## src/rtl/uc_multiciclo_pkg.sv

```systemverilog
// Shared definitions for the multi-cycle control unit: opcodes, ALU command codes,
// flag bit positions, FSM state encoding and the branch-condition helper.
package uc_multiciclo_pkg;

   localparam logic [6:0] OP_R      = 7'b0110011;
   localparam logic [6:0] OP_I      = 7'b0010011;
   localparam logic [6:0] OP_LOAD   = 7'b0000011;
   localparam logic [6:0] OP_STORE  = 7'b0100011;
   localparam logic [6:0] OP_BRANCH = 7'b1100011;
   localparam logic [6:0] OP_JAL    = 7'b1101111;

   localparam logic [3:0] ALU_AND = 4'b0000;
   localparam logic [3:0] ALU_OR  = 4'b0001;
   localparam logic [3:0] ALU_ADD = 4'b0010;
   localparam logic [3:0] ALU_SUB = 4'b0110;

   localparam int FLAG_ZERO = 0;
   localparam int FLAG_MSB  = 1;
   localparam int FLAG_OVF  = 2;

   typedef enum logic [3:0] {
      S_FETCH, S_DECODE, S_EXEC_R, S_EXEC_I, S_MEM_ADDR, S_MEM_RD,
      S_LD_WB, S_MEM_WR, S_BRANCH, S_JAL, S_TRAP
   } state_t;

   typedef enum logic [1:0] {
      ALU_OP_ADD, ALU_OP_R, ALU_OP_I, ALU_OP_BR
   } alu_op_t;

   // Signed less-than after a subtract is MSB xor overflow.
   function automatic logic branch_taken(input logic [2:0] funct3, input logic [2:0] flags);
      logic lt;
      lt = flags[FLAG_MSB] ^ flags[FLAG_OVF];
      case (funct3)
         3'b000:  branch_taken = flags[FLAG_ZERO];
         3'b001:  branch_taken = !flags[FLAG_ZERO];
         3'b100:  branch_taken = lt;
         3'b101:  branch_taken = !lt;
         default: branch_taken = 1'b0;
      endcase
   endfunction

endpackage

```

## src/rtl/uc_alu_decoder.sv

```systemverilog
// Combinational ALU command decoder: maps funct fields and the instruction class
// to an ALU command, flagging funct encodings the unit does not support.
module uc_alu_decoder
   import uc_multiciclo_pkg::*;
(
   input  logic [2:0] funct3,
   input  logic       funct7_5,
   input  logic [1:0] alu_op,
   output logic [3:0] alu_cmd,
   output logic       bad_funct
);

   always_comb begin
      alu_cmd   = ALU_ADD;
      bad_funct = 1'b0;
      case (alu_op)
         ALU_OP_R: begin
            case ({funct3, funct7_5})
               4'b000_0: alu_cmd = ALU_ADD;
               4'b000_1: alu_cmd = ALU_SUB;
               4'b111_0: alu_cmd = ALU_AND;
               4'b110_0: alu_cmd = ALU_OR;
               default:  bad_funct = 1'b1;
            endcase
         end
         ALU_OP_I: begin
            case (funct3)
               3'b000:  alu_cmd = ALU_ADD;
               3'b111:  alu_cmd = ALU_AND;
               3'b110:  alu_cmd = ALU_OR;
               default: bad_funct = 1'b1;
            endcase
         end
         ALU_OP_BR: begin
            alu_cmd = ALU_SUB;
            case (funct3)
               3'b000, 3'b001, 3'b100, 3'b101: bad_funct = 1'b0;
               default:                        bad_funct = 1'b1;
            endcase
         end
         default: alu_cmd = ALU_ADD;
      endcase
   end

endmodule

```

## src/rtl/uc_multiciclo.sv

```systemverilog
// Multi-cycle control unit: one instruction at a time through FETCH/DECODE/execute
// states, driving datapath strobes and counting retired instructions.
module uc_multiciclo
   import uc_multiciclo_pkg::*;
#(
   parameter int CNT_W = 32
) (
   input  logic             clk,
   input  logic             rst_n,
   input  logic [6:0]       opcode,
   input  logic [2:0]       funct3,
   input  logic             funct7_5,
   input  logic [3:0]       alu_flags,
   output logic             ir_we,
   output logic             pc_we,
   output logic             pc_src,
   output logic             alu_src,
   output logic [3:0]       alu_cmd,
   output logic             rf_src,
   output logic             rf_we,
   output logic             d_mem_we,
   output logic             illegal,
   output logic [CNT_W-1:0] retired
);

   state_t     state_q, state_d;
   logic       store_q;
   logic [1:0] alu_op;
   logic [3:0] dec_cmd;
   logic       dec_bad;
   logic       unused_flag;

   assign unused_flag = alu_flags[3];

   assign alu_op = (state_q == S_EXEC_R) ? ALU_OP_R  :
                   (state_q == S_EXEC_I) ? ALU_OP_I  :
                   (state_q == S_BRANCH) ? ALU_OP_BR : ALU_OP_ADD;

   uc_alu_decoder u_alu_decoder (
      .funct3    (funct3),
      .funct7_5  (funct7_5),
      .alu_op    (alu_op),
      .alu_cmd   (dec_cmd),
      .bad_funct (dec_bad)
   );

   always_ff @(posedge clk or negedge rst_n) begin
      if (!rst_n) state_q <= S_FETCH;
      else        state_q <= state_d;
   end

   // Load/store choice is captured in DECODE so MEM_ADDR never looks at opcode.
   always_ff @(posedge clk) begin
      if (state_q == S_DECODE) store_q <= opcode[5];
   end

   always_comb begin
      state_d  = state_q;
      ir_we    = 1'b0;
      pc_we    = 1'b0;
      pc_src   = 1'b0;
      alu_src  = 1'b0;
      alu_cmd  = ALU_ADD;
      rf_src   = 1'b0;
      rf_we    = 1'b0;
      d_mem_we = 1'b0;
      // Gating on rst_n makes strobes fall the moment reset asserts.
      if (rst_n) begin
         case (state_q)
            S_FETCH: begin
               ir_we   = 1'b1;
               state_d = S_DECODE;
            end
            S_DECODE: begin
               case (opcode)
                  OP_R:               state_d = S_EXEC_R;
                  OP_I:               state_d = S_EXEC_I;
                  OP_LOAD, OP_STORE:  state_d = S_MEM_ADDR;
                  OP_BRANCH:          state_d = S_BRANCH;
                  OP_JAL:             state_d = S_JAL;
                  default:            state_d = S_TRAP;
               endcase
            end
            S_EXEC_R, S_EXEC_I: begin
               alu_src = (state_q == S_EXEC_I);
               alu_cmd = dec_cmd;
               if (dec_bad) begin
                  state_d = S_TRAP;
               end else begin
                  rf_we   = 1'b1;
                  pc_we   = 1'b1;
                  state_d = S_FETCH;
               end
            end
            S_MEM_ADDR: begin
               alu_src = 1'b1;
               state_d = store_q ? S_MEM_WR : S_MEM_RD;
            end
            S_MEM_RD: begin
               alu_src = 1'b1;
               state_d = S_LD_WB;
            end
            S_LD_WB: begin
               rf_src  = 1'b1;
               rf_we   = 1'b1;
               pc_we   = 1'b1;
               state_d = S_FETCH;
            end
            S_MEM_WR: begin
               d_mem_we = 1'b1;
               pc_we    = 1'b1;
               state_d  = S_FETCH;
            end
            S_BRANCH: begin
               alu_cmd = dec_cmd;
               if (dec_bad) begin
                  state_d = S_TRAP;
               end else begin
                  pc_we   = 1'b1;
                  pc_src  = branch_taken(funct3, alu_flags[2:0]);
                  state_d = S_FETCH;
               end
            end
            S_JAL: begin
               pc_src  = 1'b1;
               pc_we   = 1'b1;
               rf_we   = 1'b1;
               state_d = S_FETCH;
            end
            S_TRAP:  state_d = S_TRAP;
            default: state_d = S_FETCH;
         endcase
      end
   end

   assign illegal = (state_q == S_TRAP);

   always_ff @(posedge clk or negedge rst_n) begin
      if (!rst_n)
         retired <= '0;
      else if (pc_we && (retired != {CNT_W{1'b1}}))
         retired <= retired + {{(CNT_W-1){1'b0}}, 1'b1};
   end

endmodule

```

## config.mk

```make
export PLATFORM = sky130hd
export DESIGN_NAME = uc_multiciclo
export DESIGN_NICKNAME = d
export VERILOG_FILES = /design/src/rtl/uc_multiciclo_pkg.sv /design/src/rtl/uc_alu_decoder.sv /design/src/rtl/uc_multiciclo.sv
export SDC_FILE = /design/constraint.sdc
export NUM_CORES = 1
export LEC_CHECK = 0
export BUFFER_PORTS_ARGS = -buffer_cell sky130_fd_sc_hd__buf_2
export CAP_MARGIN = 15
export CORE_MARGIN = 3
export CORE_UTILIZATION = 45
export DETAILED_ROUTE_END_ITERATION = 12
export GPL_ROUTABILITY_DRIVEN = 0
export PLACE_DENSITY = 0.71
export SLEW_MARGIN = 0
export SYNTH_ARGS = -nofsm -noshare
export SYNTH_HDL_FRONTEND = slang
export SYNTH_SLANG_ARGS = --single-unit
export TNS_END_PERCENT = 10
```

## constraint.sdc

```tcl
create_clock -name clk -period 3.89 [get_ports clk]
set_input_delay 0.5835 -clock clk [delete_from_list [all_inputs] [get_ports clk]]
set_output_delay 0.5835 -clock clk [all_outputs]
set_load 0.05 [all_outputs]
```

==> results.md <==
* Port Buffer Count at 58
* Synth unique cells at 47
* Relative slew slack at 0.622
* Clk_lat worst skew at 0.29 ns
* VDD IR-drop max at 452 uV
* Antenna diodes at 0
* CTS tree: built
* Critical Path Source Type: register
* Nets at 295
* CP max stage cell: dfrtp_1
* Post-DP Area at 2430 um^2
* Clock transition at path regs at 0.07 ns
* Crit path buffers/inverters at 1
* Die width at 74.3 um
* CP Data Arrival Time at 2.36 ns
* Slew Viols, Final at 0
* CP top delay family: compound AO/OA/AOI/OAI gates
* Final hold violations at 0
* Initial antenna violation count at 0
* GRT Overall Usage at 0.174
* Drt via density at 5.49
* Worst setup EP type: primary output
* Vias at 1,813
* Vias in the first global route at 1,714
* Pin count of the biggest net entering global routing at 50
* Tmin final at 2.95 ns
* Tcrit/Tclk final at 0.757
* Detail-routed net length per standard cell at 13.5 um
* # IOs at 61
* Slew @ Worst Pin at 0.561 ns
* Drt drc at 0
* Commonest non-fill, non-tap cell in the layout: buf_2
* Max cap viols at 0
* Critical Path RT at 3.31 ns
* Die area at 5520 um^2
* Setup Crit Path Kind: reg2out
* Post_cts resized at 0
* Total Negative Setup Slacks at 0 ns
* R2R cell count at 6
* Critical Path Fanout Max at 13
* Synth Cell Area at 2100 um^2
* Routed Antenna Nets at 0
* Predominant post-synthesis flop cell: dfrtp_1
* Mapped Cells at 219
* Pre-Repair DR Iteration Count at 4
* Routed WL at 4.45 mm
* Clock tree buffer depth at 2
* 1st-iter DRT viols at 102
* Sequential share of the synthesized area at 0.444
* EDFF count, synth at 1
* Share of cells above drive strength 1 at 0.273
* Height of the die at 74.3 um
* Synth Area in Adders at 0.00596
* Final setup fails at 0
* Finished Layout Cells at 330
* Initial Util at 0.475
* Pwr/cell area at 524 nW/um^2
* First-pass GRT wire length at 7.52 mm
* H-tree levels at 2
* GRT overflow at 0
* Cts bufs inserted at 5
* Synth warnings at 0
* FFs w/ async S/R, synth at 0.973
* CTS Sinks at 37
* Hold Buf Count CTS at 0
* Crit-path max cell delay at 0.55 ns
* Hpwl dp at 3.29 mm
* Compound-Gate Fraction of Synth Area at 0.0590
* Clk root buf: clkbuf_8
* Postcts setup bufs at 0
* Tightest hold margin at 0.395 ns
* Design area at 2550 um^2
* Mux cell area share after synthesis at 0.0203
* Core Rows at 24
* Critical R2R Capture: retired[1]
* Placed Cells at 322
* Xor/xnor share of the synthesized area at 0.134
* Flops & latches, synth at 37
* RSZ-0062 raised after global routing: no
* Status: finished, final reports clean
* Mapped Nets at 237
* Final Skew at 0.0109 ns
* Worst R2R Setup Slack at 1.41 ns
* Fmax at 339 MHz
* Area Overhead vs Synth at 21.5%
* Mean Syn Cell Area at 9.58 um^2
* Most frequent cells in the layout: buf_2 (58), dfrtp_1 (36), xnor2_1 (27), nand3_1 (16), nand2_1 (15)
* Worst hold path type: in2async
* Main combinational cell family by area after synthesis: simple AND/OR/NAND/NOR gates
* Leakage at 1.22 nW
* Crit-path cells: or3b_2, a311oi_1, nor3_1, a21o_1, a21oi_1, nor2b_1, buf_2
* Simple-gate share of the synthesized area at 0.309
* Worst r2r src: state_q[1]
* Core Box Area at 4410 um^2
==> per-stage QoR <==
step                setup WS (ns)   util  power [mW]
finish                      0.944  0.577        1.33
CTS                         0.933  0.577        1.34
floorplan                    1.07      -       0.877
global route                0.763  0.577        1.41
detailed placement           1.25  0.551        1.00
global placement             1.28  0.551       0.995
==> worst max-delay path by stage <==
| stage | startpoint | to | slack [ns] | cells past startpoint |
|---|---|---|---|---|
| after floorplan | state_q[2] | alu_cmd[0] | 1.07 | 4 |
| after global placement | state_q[1] | rf_we | 1.28 | 7 |
| after detailed placement | state_q[1] | rf_we | 1.25 | 7 |
| after CTS | state_q[1] | rf_we | 0.93 | 7 |
| after global routing | state_q[1] | rf_we | 0.76 | 7 |
| final | state_q[1] | rf_we | 0.94 | 7 |
==> worst reg2reg max path: stages, from the launching register on <==
cell      delay [ns]
dfrtp_1         0.55
or3b_2          0.48
a311oi_1        0.40
o31a_1          0.36
a21oi_1         0.10
buf_4           0.22
mux2_2          0.27
==> final cells by class <==
| class | count | area, um^2 |
|---|---|---|
| fillers | 399 | 1870 |
| clock inverters | 1 | 30.0 |
| repair buffers | 61 | 313 |
| multi-input cells | 169 | 1110 |
| well taps | 52 | 65.1 |
| inverters | 3 | 11.3 |
| flip-flops and latches | 37 | 931 |
| clock buffers | 7 | 86.3 |
==> layer usage <==
layer  global-route usage  wire [um]
met1                0.233       2050
met2                0.277       2040
met3               0.0392        301
met4               0.0652         61
met5                    0          0
==> flip-flops by register name (all words and copies together) (netlist names) <==
register / count
retired: 32
store_q: 1
state_q: 4
==> cell families after synthesis <==
family                   count (synthesis)
other                                    1
AND/OR/NAND/NOR                        111
buffers and inverters                   13
multiplexers                             4
XOR/XNOR                                32
adder cells (fa/ha/maj)                  1
AO/OA/AOI/OAI                           20
flip-flops                              37
==> power by group <==
group | internal (mW) | total, mW | switching, mW | leakage (nW)
Sequential | 0.427 | 0.496 | 0.0697 | 0.498
Clock | 0.209 | 0.341 | 0.132 | 0.0585
Combinational | 0.158 | 0.497 | 0.339 | 0.659
Total | 0.793 | 1.33 | 0.541 | 1.22
==> cell usage after synthesis, drive strengths merged (2+ instances only) <==
library cell | instances | area [um^2]
xor2 | 5 | 43.8
nand3 | 16 | 80.1
and3 | 10 | 63.8
nand4bb | 2 | 22.5
nor2 | 14 | 52.6
buf | 2 | 12.5
nor4 | 3 | 18.8
o21ai | 4 | 20.0
dfrtp | 36 | 901
xnor2 | 27 | 236
mux2 | 2 | 22.5
nor4b | 3 | 26.3
a31oi | 4 | 25.0
nor3b | 4 | 30.0
mux2i | 2 | 20.0
nand3b | 2 | 15.0
inv | 3 | 11.3
nand4 | 11 | 68.8
nand2b | 3 | 18.8
and3b | 4 | 35.0
nor3 | 9 | 45.0
a21oi | 6 | 30.0
and2 | 2 | 12.5
or3 | 3 | 23.8
nand2 | 15 | 56.3
clkbuf | 8 | 31.3
and4 | 2 | 18.8
nor2b | 3 | 18.8
or2 | 2 | 12.5
No activity file was read; power rests on OpenSTA's default activity.
